$ cat config.mk
export PLATFORM = sky130hd
export DESIGN_NAME = command_arbiter
export DESIGN_NICKNAME = d
export VERILOG_FILES = /design/src/rtl/command_arbiter.sv
export SDC_FILE = /design/constraint.sdc
export NUM_CORES = 1
export LEC_CHECK = 0
export BUFFER_PORTS_ARGS = -buffer_cell sky130_fd_sc_hd__buf_2
export CAP_MARGIN = 20
export CORE_MARGIN = 2
export CORE_UTILIZATION = 45
export CTS_CLUSTER_DIAMETER = 30
export DETAILED_ROUTE_END_ITERATION = 8
export PLACE_DENSITY = 0.76
export SLEW_MARGIN = 0
export SYNTH_ARGS = -nofsm -noshare
export SYNTH_HDL_FRONTEND = slang
export SYNTH_SLANG_ARGS = --single-unit
$ cat constraint.sdc
create_clock -name clock -period 7 [get_ports clock]
set_clock_uncertainty 0.05 [all_clocks]
set_input_delay 1.05 -clock clock [delete_from_list [all_inputs] [get_ports clock]]
set_output_delay 1.05 -clock clock [all_outputs]
set_load 0.005 [all_outputs]
$ cat src/rtl/command_arbiter.sv
// command_arbiter: round-robin arbiter issuing two requesters' commands to a host under
// tag and credit flow control, with odd-parity checking and sticky fault on bad responses.
module command_arbiter #(
    parameter int TAG_COUNT = 8
) (
    input  logic             clock,
    input  logic             reset,
    input  logic [1:0]       req_valid,
    output logic [1:0]       req_ready,
    input  logic [1:0][12:0] req_command,
    input  logic [1:0][63:0] req_address,
    input  logic [1:0][11:0] req_size,
    input  logic [15:0]      context_handle,
    input  logic [7:0]       room,
    output logic             cmd_valid,
    output logic [7:0]       cmd_tag,
    output logic             cmd_tag_parity,
    output logic [12:0]      cmd_command,
    output logic             cmd_command_parity,
    output logic [2:0]       cmd_abt,
    output logic [63:0]      cmd_address,
    output logic             cmd_address_parity,
    output logic [15:0]      cmd_context_handle,
    output logic [11:0]      cmd_size,
    input  logic             rsp_valid,
    input  logic [7:0]       rsp_tag,
    input  logic             rsp_tag_parity,
    input  logic [7:0]       rsp_response,
    input  logic [8:0]       rsp_credits,
    output logic             done_valid,
    output logic             done_requester,
    output logic [7:0]       done_response,
    output logic             error
);
    typedef enum logic [1:0] {INIT, RUN, FAULT} state_t;
    state_t                 state_q, state_d;
    logic [TAG_COUNT-1:0]   busy_q, busy_d, owner_q, owner_d;
    logic signed [8:0]      credits_q, credits_d;
    logic                   prio_q, prio_d;
    logic                   cmd_valid_q, cmd_tag_par_q, cmd_command_par_q, cmd_address_par_q;
    logic [7:0]             cmd_tag_q;
    logic [12:0]            cmd_command_q;
    logic [63:0]            cmd_address_q;
    logic [15:0]            cmd_context_q;
    logic [11:0]            cmd_size_q;
    logic                   done_valid_q, done_req_q, error_q;
    logic [7:0]             done_resp_q;
    logic                   free_any, gnt_sel, grant, rsp_hit, rsp_owner, rsp_live, rsp_ok, rsp_bad;
    logic [7:0]             free_tag;

    always_comb begin
        free_any  = 1'b0;
        free_tag  = '0;
        rsp_hit   = 1'b0;
        rsp_owner = 1'b0;
        for (int t = TAG_COUNT - 1; t >= 0; t--) begin
            if (!busy_q[t]) begin
                free_any = 1'b1;
                free_tag = 8'(t);
            end
            if (busy_q[t] && rsp_tag == 8'(t)) begin
                rsp_hit   = 1'b1;
                rsp_owner = owner_q[t];
            end
        end
        gnt_sel   = req_valid[prio_q] ? prio_q : ~prio_q;
        req_ready = '0;
        if (state_q == RUN && credits_q > 9'sd0 && free_any && req_valid[gnt_sel])
            req_ready[gnt_sel] = 1'b1;
        grant     = |req_ready;
        // Out-of-range tags never match a busy bit, so rsp_hit also covers the range check.
        rsp_live  = rsp_valid && state_q != INIT;
        rsp_ok    = rsp_live && rsp_tag_parity == ~^rsp_tag && rsp_hit;
        rsp_bad   = rsp_live && !rsp_ok;
        busy_d    = busy_q;
        owner_d   = owner_q;
        for (int t = 0; t < TAG_COUNT; t++) begin
            if (rsp_ok && rsp_tag == 8'(t))
                busy_d[t] = 1'b0;
            if (grant && free_tag == 8'(t)) begin
                busy_d[t]  = 1'b1;
                owner_d[t] = gnt_sel;
            end
        end
        credits_d = state_q == INIT ? {1'b0, room}
                  : credits_q - {8'd0, grant} + (rsp_ok ? rsp_credits : 9'd0);
        prio_d    = grant ? ~gnt_sel : prio_q;
        state_d   = state_q == INIT ? RUN : (rsp_bad ? FAULT : state_q);
    end

    always_ff @(posedge clock or posedge reset) begin
        if (reset) begin
            state_q           <= INIT;
            busy_q            <= '0;
            owner_q           <= '0;
            credits_q         <= '0;
            prio_q            <= 1'b0;
            cmd_valid_q       <= 1'b0;
            cmd_tag_q         <= '0;
            cmd_tag_par_q     <= 1'b0;
            cmd_command_q     <= '0;
            cmd_command_par_q <= 1'b0;
            cmd_address_q     <= '0;
            cmd_address_par_q <= 1'b0;
            cmd_context_q     <= '0;
            cmd_size_q        <= '0;
            done_valid_q      <= 1'b0;
            done_req_q        <= 1'b0;
            done_resp_q       <= '0;
            error_q           <= 1'b0;
        end else begin
            state_q      <= state_d;
            busy_q       <= busy_d;
            owner_q      <= owner_d;
            credits_q    <= credits_d;
            prio_q       <= prio_d;
            cmd_valid_q  <= grant;
            if (grant) begin
                cmd_tag_q         <= free_tag;
                cmd_tag_par_q     <= ~^free_tag;
                cmd_command_q     <= req_command[gnt_sel];
                cmd_command_par_q <= ~^req_command[gnt_sel];
                cmd_address_q     <= req_address[gnt_sel];
                cmd_address_par_q <= ~^req_address[gnt_sel];
                cmd_context_q     <= context_handle;
                cmd_size_q        <= req_size[gnt_sel];
            end
            done_valid_q <= rsp_ok;
            if (rsp_ok) begin
                done_req_q  <= rsp_owner;
                done_resp_q <= rsp_response;
            end
            error_q      <= error_q | rsp_bad;
        end
    end

    assign cmd_valid          = cmd_valid_q;
    assign cmd_tag            = cmd_tag_q;
    assign cmd_tag_parity     = cmd_tag_par_q;
    assign cmd_command        = cmd_command_q;
    assign cmd_command_parity = cmd_command_par_q;
    assign cmd_abt            = 3'd0;
    assign cmd_address        = cmd_address_q;
    assign cmd_address_parity = cmd_address_par_q;
    assign cmd_context_handle = cmd_context_q;
    assign cmd_size           = cmd_size_q;
    assign done_valid         = done_valid_q;
    assign done_requester     = done_req_q;
    assign done_response      = done_resp_q;
    assign error              = error_q;
endmodule

### After elaboration in Yosys (flattened, before gate mapping)

Cells that the tools add are included.

* RAM bits: 0
* register bits: 156
* input port bits: 233
* memories: 0
* ROM bits: 0
* bits in latches: 0
* logic and storage cells: 174
* output and inout bits: 133

* order comparisons: 4
* shifts and indexed selects: 0
* add/sub/neg operators: 2
* reductions and logical operators: 51
* multiplexer cells: 66
* $mul: 0
* equal/unequal tests: 16
* divide/modulo/power cells: 0
* bitwise gates (word level): 3

Operator list (number)
* 64-bit two-way mux: 2
* 8-bit by 3-bit equality test with 1-bit output, second input constant: 8
* 64-bit XNOR reduction: 1
* 8-bit two-way mux: 7
* 1-bit two-way mux: 46
* 8-bit by 2-bit equality test with 1-bit output, second input constant: 4
* 1-bit logical AND: 32
* 13-bit two-way mux: 2
* 12-bit two-way mux: 2
* 2-bit nonzero test: 10
* 9-bit two-way mux: 2
* 8-bit by 1-bit equality test with 1-bit output, second input constant: 2
* 8-bit logical NOT: 2
* 8-bit XNOR reduction: 2
* 13-bit XNOR reduction: 1
* 9-bit adder: 1
* 9-bit by 1-bit greater-than comparator with 1-bit output, second input constant: 1
* 9-bit by 1-bit subtractor with 9-bit output: 1
* 2-bit two-way mux: 3
* 1-bit by 2-bit < comparator with 1-bit output, second input constant: 2
* 3-bit two-way mux: 1
* 2-bit by 1-bit equality test with 1-bit output, second input constant: 1
* 2-bit logical NOT: 1
* 1-bit NOT: 2
* 6 further kinds: 6

### Logic depth before layout (Yosys ltp)

Gate-level depths: netlist (run 1).

* word-level depth: 15
* depth in mapped cells: 23

### Least setup slack after synthesis (run 1)

No wires, ideal clock.

* path type: input -> register
* start point: in rsp_tag[1]
* end point: reg credits_q[8]
* slack: 2.278 ns
* cell stages on the path: 22
* buffers on the path: 2
* setup time: 0.122 ns
* arrival: 4.550 ns
* cells stage by stage: inv_1 > ha_1 > nand2_1 > a41o_1 > and4_4 > nor4b_4 > buf_6 > buf_6 > nand2_1 > ha_1 > inv_1 > ha_1 > inv_1 > fa_1 > nor2b_1 > o21ai_0 > a21boi_0 > o21ai_0 > a21boi_0 > o21ai_0 > a21oi_1 > nor3b_2

* longest elaborated chain between the ends: 14
* elaborated cells on any way between the ends: 31
* classes of those cells: add/sub (1); eq/ne (8); mux (10); reduce/logical (12)

RTL lines
* start, declared: line 26 `input logic [7:0] rsp_tag,`
* 8-bit by 3-bit equality test with 1-bit output: line 61 `if (busy_q[t] && rsp_tag == 8'(t)) begin`
* 1-bit logical AND: line 61
* 1-bit two-way mux (8 in a row): line 61
* 1-bit logical AND (*): line 73 `rsp_ok = rsp_live && rsp_tag_parity == ~^rsp_tag && rsp_hit;`
* named net rsp_ok: line 48 `logic free_any, gnt_sel, grant, rsp_hit, rsp_owner, rsp_live, rsp_ok, rsp_bad;`
* 9-bit two-way mux (*): line 86 `: credits_q - {8'd0, grant} + (rsp_ok ? rsp_credits : 9'd0);`
* 9-bit adder (*): line 86
* 9-bit two-way mux (*): line 85 `credits_d = state_q == INIT ? {1'b0, room}`
* named net credits_d[8]: line 38 `logic signed [8:0] credits_q, credits_d;`
* end signal, assigned: line 115 `credits_q <= credits_d;`
* end, declared: line 38

The timed path passes the listed nets; every way through them passes the cells marked *.
A chain may end at the register's enable or synchronous reset.

### Final worst setup path (run 1)

* start point: in rsp_tag[1]
* end point: reg credits_q[8]

* longest elaborated chain between the ends: 14
* elaborated cells on any way between the ends: 31
* classes of those cells: add/sub (1); eq/ne (8); mux (10); reduce/logical (12)

RTL lines (line)
* 8-bit by 3-bit equality test with 1-bit output: 61
* 1-bit logical AND: 61
* 1-bit two-way mux (8 in a row): 61
* 1-bit logical AND (*): 73
* 9-bit two-way mux (*): 86
* 9-bit adder (*): 86
* 9-bit two-way mux (*): 85
* named net credits_d[8]: 38

Marks and branches as above.

==> reports/results.txt, run 1 <==
outcome - finished, final reports clean
cell area after layout - 0.0113 mm^2
Post-Synthesis Cell Area - 0.00874 mm^2
DRT antenna net count - 0
Worst EP arrival - 5.18 ns
pin count of the biggest net entering global routing - 103
CTS Buf Count - 17
number of global-route vias before repair - 8002
routed len/inst - 16.2 um
Vias/cell - 5.08
Critical Path Slowest Stage Cell - nor4b_4
Mapped Cells - 983
Synth Area per Inst - 8.89 um^2
H-tree levels - 4
I/O Pins - 366
initial core utilization - 46.3%
Fillers - 1709
Tcrit/Tclk final - 70.9%
All-Layer GR Usage - 24.9%
Post-DP Area - 0.0107 mm^2
gr ovfl total - 0
post-synth top area share - 43.2%
share of cells above drive strength 1 - 32.4%
number of flops mapped to enable cells by yosys - 0
clock latency on the worst-skew pair - 0.41 ns
Synth Register Bits - 151
crit path max fanout - 12
Resized Gates After CTS - 0
clock tree root buffer cell - clkbuf_16
fmax - 0.201 GHz
Max Slew Vio Count - 0
critical path class - input pin to register
final hold violations - 0
Core Footprint - 0.0189 mm^2
ys flop type - dfrtp_1
Slowest Stage Delay on Critical Path - 0.67 ns
die height - 143 um
Async SR Flop Fraction - 100%
CTS tree - done
Final Util - 59.7%
dpl ws - 1.65 ns
DRC Markers - 0
hold_buf cts - 0
row count - 50
CP Cell Sequence - buf_2, inv_1, ha_1, nand2_1, a41o_1, and4_4, nor4b_4, nand2_1, ha_1, inv_1, ha_1, inv_1, fa_1, nor2b_1, o21ai_0, a21boi_0, o21ai_0, a21boi_0, o21ai_0, a21oi_1, nor3b_2
Startpoint Class - input pin
Peak VDD IR - 0.175 mV
endpoints failing setup - 0
Initial DRC Count - 361
Slew @ Worst Pin - 1.05 ns
number of buffers added for setup after CTS - 0
Final WS setup - 2.04 ns
DRT Pass-1 Iters - 5
max-cap violations - 0
required time worst endpoint - 7.21 ns
Die Area - 0.0205 mm^2
first-pass GRT wire length - 40.1 mm
nets@finish - 1580
worst hold-check path type - register to register
Slew HR - 30.1%
Area growth syn-to-layout - 29.1%
crit path capture type - register
vias - 8075
DP HPWL - 19.6 mm
min Tclk post-route - 4.96 ns
Reg clk slew, reported paths - 0.06 ns
total power divided by cell area - 342 mW/mm^2
total negative slack - 0 ns
final hold slack - 0.432 ns
WL final - 25.7 mm
number of buffers added on ports - 357
Ys Warns - 0
leading area contributor after synthesis - dfrtp_1
CTS Buffer Depth - 2
Final GP Congestion - 0.896
CTS sink cnt - 151
n_diodes - 0
R2R setup slack - 2.74 ns
RSZ-0062 raised after global routing - no
sequential fraction of the synthesis area - 43.2%
DIE WIDTH - 143 um
LEAKAGE - 5.45 nW
Yosys cell types - 47
initial antenna violation count - 0
largest cells by area after synthesis - dfrtp_1, xnor2_1, nand2_1, a31oi_1, nor2_1
==> registers in the layout (all words and copies together), names as in the netlist, 3 cells and up <==
| signal | flops |
|---|---|
| busy_q | 8 |
| owner_q | 8 |
| cmd_address | 64 |
| cmd_size | 12 |
| credits_q | 9 |
| cmd_command | 13 |
| cmd_context_handle | 16 |
| cmd_tag | 3 |
| done_response | 8 |
==> stage by stage <==
step | std cells | total power, W
after global placement | 1559 | 0.00285
after global routing | 1589 | 0.00414
final | 1589 | 0.00386
after floorplan | 990 | 0.00229
after CTS | 1589 | 0.00390
after detailed placement | 1559 | 0.00292
==> worst paths after layout <==
check,startpoint,cells past startpoint,endpoint
setup / recovery,rsp_tag[1],21,credits_q[8]$_DFF_PP0_
hold / removal,done_response[0]$_DFFE_PP0N_,1,done_response[0]$_DFFE_PP0N_
setup reg to reg,busy_q[1]$_DFFE_PP0P_,18,credits_q[8]$_DFF_PP0_
hold reg to reg,done_response[0]$_DFFE_PP0N_,1,done_response[0]$_DFFE_PP0N_
max in group asynchronous,reset,3,busy_q[6]$_DFFE_PP0P_
min in group asynchronous,reset,2,cmd_context_handle[8]$_DFFE_PP0P_
==> critical path, delay by kind of cell <==
kind | cells | cell delay (ns)
AO/OA/AOI/OAI | 7 | 1.36
buffers and inverters | 4 | 0.31
AND/OR/NAND/NOR | 6 | 1.29
adder cells (fa/ha/maj) | 4 | 1.14
==> synthesized netlist by cell type, types with 2 or more instances <==
| cell type | number |
|---|---|
| nor4_1 | 2 |
| a22o_1 | 4 |
| a21boi_0 | 3 |
| xor2_1 | 25 |
| a21o_1 | 2 |
| mux2_1 | 8 |
| xnor2_1 | 135 |
| nand2_1 | 243 |
| a31oi_1 | 93 |
| inv_2 | 2 |
| o31ai_1 | 2 |
| clkbuf_1 | 30 |
| mux2_2 | 22 |
| buf_2 | 12 |
| nand3_2 | 3 |
| and2_2 | 3 |
| nor2_1 | 101 |
| buf_6 | 3 |
| buf_4 | 9 |
| ha_1 | 28 |
| o22ai_1 | 2 |
| inv_1 | 41 |
| dfrtp_1 | 151 |
| o21ai_0 | 23 |
| a21oi_1 | 7 |
| nor2b_1 | 2 |
| nand3_1 | 7 |
==> metal layers <==
metal | share of wire, % | track usage (%) | wire length [um]
met1 | 40 | 30.0 | 10300
met2 | 51 | 44.0 | 13200
met3 | 6.5 | 6.50 | 1660
met4 | 2.1 | 7.43 | 546
met5 | 0 | 0 | 0
==> layout make-up <==
cell class                 instances  area, um^2  share of cell area [%]
clock buffer                      22         464                    4.11
clock inverter                     8         146                    1.30
inverter                          43         171                    1.52
multi-input combinational        742        4570                    40.5
sequential                       151        3780                    33.5
tap                              260         325                    2.88
timing repair buffer             363        1830                    16.2
==> placed cells by master, fill, tap and decap left out, types with 3 or more instances in the layout <==
cell type / count
buf_4: 6
a31oi_1: 93
ha_1: 28
nand3_1: 7
conb_1: 8
xor2_1: 25
nand3_2: 3
inv_6: 3
mux2_1: 8
o21ai_0: 23
mux2_2: 21
bufinv_16: 4
nand2_1: 243
dfrtp_1: 151
a22o_1: 4
a21boi_0: 3
inv_1: 40
clkbuf_1: 3
buf_2: 357
xnor2_1: 135
and2_2: 3
nor2_1: 101
clkbuf_16: 17
a21oi_1: 7
==> power breakdown <==
group	leakage (nW)	internal, W	switching (W)
sequential	1.80	0.00118	0.000176
combinational	3.36	0.000735	0.000806
clock	0.296	0.000612	0.000352
==> kinds of logic (layout without fill, tap and decap cells) <==
| logic type | Yosys count | count (layout) | share of synthesized area [%] |
|---|---|---|---|
| AO/OA/AOI/OAI | 141 | 141 | 9.99 |
| XOR/XNOR | 161 | 161 | 16.2 |
| adder cells (fa/ha/maj) | 29 | 29 | 4.24 |
| buffers and inverters | 97 | 436 | 4.98 |
| flip-flops | 151 | 151 | 43.2 |
| multiplexers | 31 | 31 | 3.98 |
| other | 1 | 8 | 0.0429 |
| AND/OR/NAND/NOR | 372 | 372 | 17.3 |
No activity file was read; power rests on OpenSTA's default activity.
==> run 2, diff against run 1 <==
==> constraint.sdc (replaced) <==
create_clock -name clock -period 5.15 [get_ports clock]
set_clock_uncertainty 0.05 [all_clocks]
set_input_delay 0.7725 -clock clock [delete_from_list [all_inputs] [get_ports clock]]
set_output_delay 0.7725 -clock clock [all_outputs]
set_load 0.005 [all_outputs]
==> run 2 against run 1 <==
Clock-buffer cell count shrank 2. Die area unchanged. Cell count is 0.25% higher. Setup slack got worse by 1.3 ns.
==> reports/results.txt, run 2 (synthesized netlist as in run 1, its figures left out) <==
CTS tree - done
max-cap violations - 0
CTS Buffer Depth - 2
total power divided by cell area - 459 mW/mm^2
number of global-route vias before repair - 7792
commonest non-fill, non-tap cell in the layout - buf_2
sw frac - 35.1%
Area growth syn-to-layout - 29.1%
Slew @ Worst Pin - 1.13 ns
Final Util - 59.7%
DP HPWL - 19.6 mm
pin count of the biggest net entering global routing - 108
vias - 7966
max FFs per register - 64
Tcrit/Tclk final - 85.6%
Max Slew Vio Count - 0
overall power - 0.00518 W
min Tclk post-route - 4.41 ns
Clock Power Share - 24.4%
final hold slack - 0.426 ns
gr ovfl total - 0
Reg clk slew, reported paths - 0.06 ns
Vias/cell - 5.00
DRT Pass-1 Iters - 5
initial core utilization - 46.3%
initial antenna violation count - 0
n_diodes - 0
clock tree root buffer cell - clkbuf_16
routed len/inst - 16.0 um
Logic pwr share - 40.2%
LEAKAGE - 5.44 nW
Worst EP arrival - 4.66 ns
CTS Buf Count - 17
Int Pwr - 0.00336 W
Flop pwr share - 35.4%
critical path class - input pin to register
H-tree levels - 4
Peak VDD IR - 0.268 mV
Startpoint Class - input pin
crit path capture type - register
DRT antenna net count - 0
DIE WIDTH - 143 um
nets@finish - 1582
share of cells above drive strength 1 - 32.6%
outcome - finished, final reports clean
most frequent cells in the layout - buf_2, nand2_1, dfrtp_1
Core Footprint - 0.0189 mm^2
hold_buf cts - 0
row count - 50
number of buffers added on ports - 357
cell area after layout - 0.0113 mm^2
crit path max fanout - 7
first-pass GRT wire length - 39.4 mm
required time worst endpoint - 5.40 ns
DRC Markers - 0
WL final - 25.5 mm
die height - 143 um
worst hold-check path type - register to register
Die Area - 0.0205 mm^2
Resized Gates After CTS - 0
endpoints failing setup - 0
CTS sink cnt - 151
Final GP Congestion - 0.900
I/O Pins - 366
Slew HR - 24.4%
Post-DP Area - 0.0107 mm^2
clock latency on the worst-skew pair - 0.42 ns
fmax - 0.227 GHz
RSZ-0062 raised after global routing - no
number of buffers added for setup after CTS - 0
All-Layer GR Usage - 24.8%
Initial DRC Count - 446
Psw - 0.00182 W
final hold violations - 0
total negative slack - 0 ns
-- run 2: layer usage --
metal	GRT usage [%]	up-vias	part of all wire, %
li1	-	3873	-
met3	6.73	40	7.3
met2	44.3	308	52
met5	0	-	0
met4	8.57	0	2.3
met1	28.8	3745	39
-- run 2: critical path, stage by stage --
cell,delay [ns]
buf_2,0.10
inv_1,0.05
ha_1,0.19
and3_1,0.31
o21ai_0,0.15
and4_4,0.23
nor4b_4,0.53
nand2_1,0.11
ha_1,0.28
inv_1,0.05
ha_1,0.15
inv_1,0.06
fa_1,0.47
nor2b_1,0.12
o21ai_0,0.10
a21boi_0,0.24
o21ai_0,0.13
a21boi_0,0.23
o21ai_0,0.14
a21oi_1,0.19
nor3b_2,0.06
-- run 2: cell type report --
class	instances	area (um^2)
clock inverters	12	151
flip-flops and latches	151	3780
well taps	260	325
clock buffers	20	437
repair buffers	365	1850
fillers	1711	7620
multi-input cells	742	4570
inverters	43	171
-- run 2: worst paths after layout --
| kind | from | endpoint | slack [ns] | cells after the start |
|---|---|---|---|---|
| setup / recovery | rsp_tag[6] | credits_q[8]$_DFF_PP0_ | 0.74 | 21 |
| hold / removal | cmd_tag[2]$_DFFE_PP0P_ | cmd_tag[2]$_DFFE_PP0P_ | 0.43 | 1 |
| setup reg to reg | busy_q[2]$_DFFE_PP0P_ | credits_q[8]$_DFF_PP0_ | 1.15 | 18 |
| hold reg to reg | cmd_tag[2]$_DFFE_PP0P_ | cmd_tag[2]$_DFFE_PP0P_ | 0.43 | 1 |
| max in group asynchronous | reset | cmd_address[62]$_DFFE_PP0P_ | 3.53 | 3 |
| min in group asynchronous | reset | cmd_context_handle[8]$_DFFE_PP0P_ | 0.48 | 2 |
-- run 2: power groups by stage --
stage          clock, W  sequential (W)  combinational (W)
3_3_place_gp          0         0.00183            0.00204
2_1_floorplan         0         0.00186            0.00126
5_1_grt         0.00134         0.00188            0.00234
4_1_cts         0.00128         0.00183            0.00210
6_report        0.00126         0.00183            0.00208
3_5_place_dp          0         0.00185            0.00210
-- run 2: through the flow --
stage	cells	worst slack, ns
2_1_floorplan	990	0.263
3_3_place_gp	1561	0.466
3_5_place_dp	1561	0.337
4_1_cts	1593	0.773
5_1_grt	1593	0.453
6_report	1593	0.743
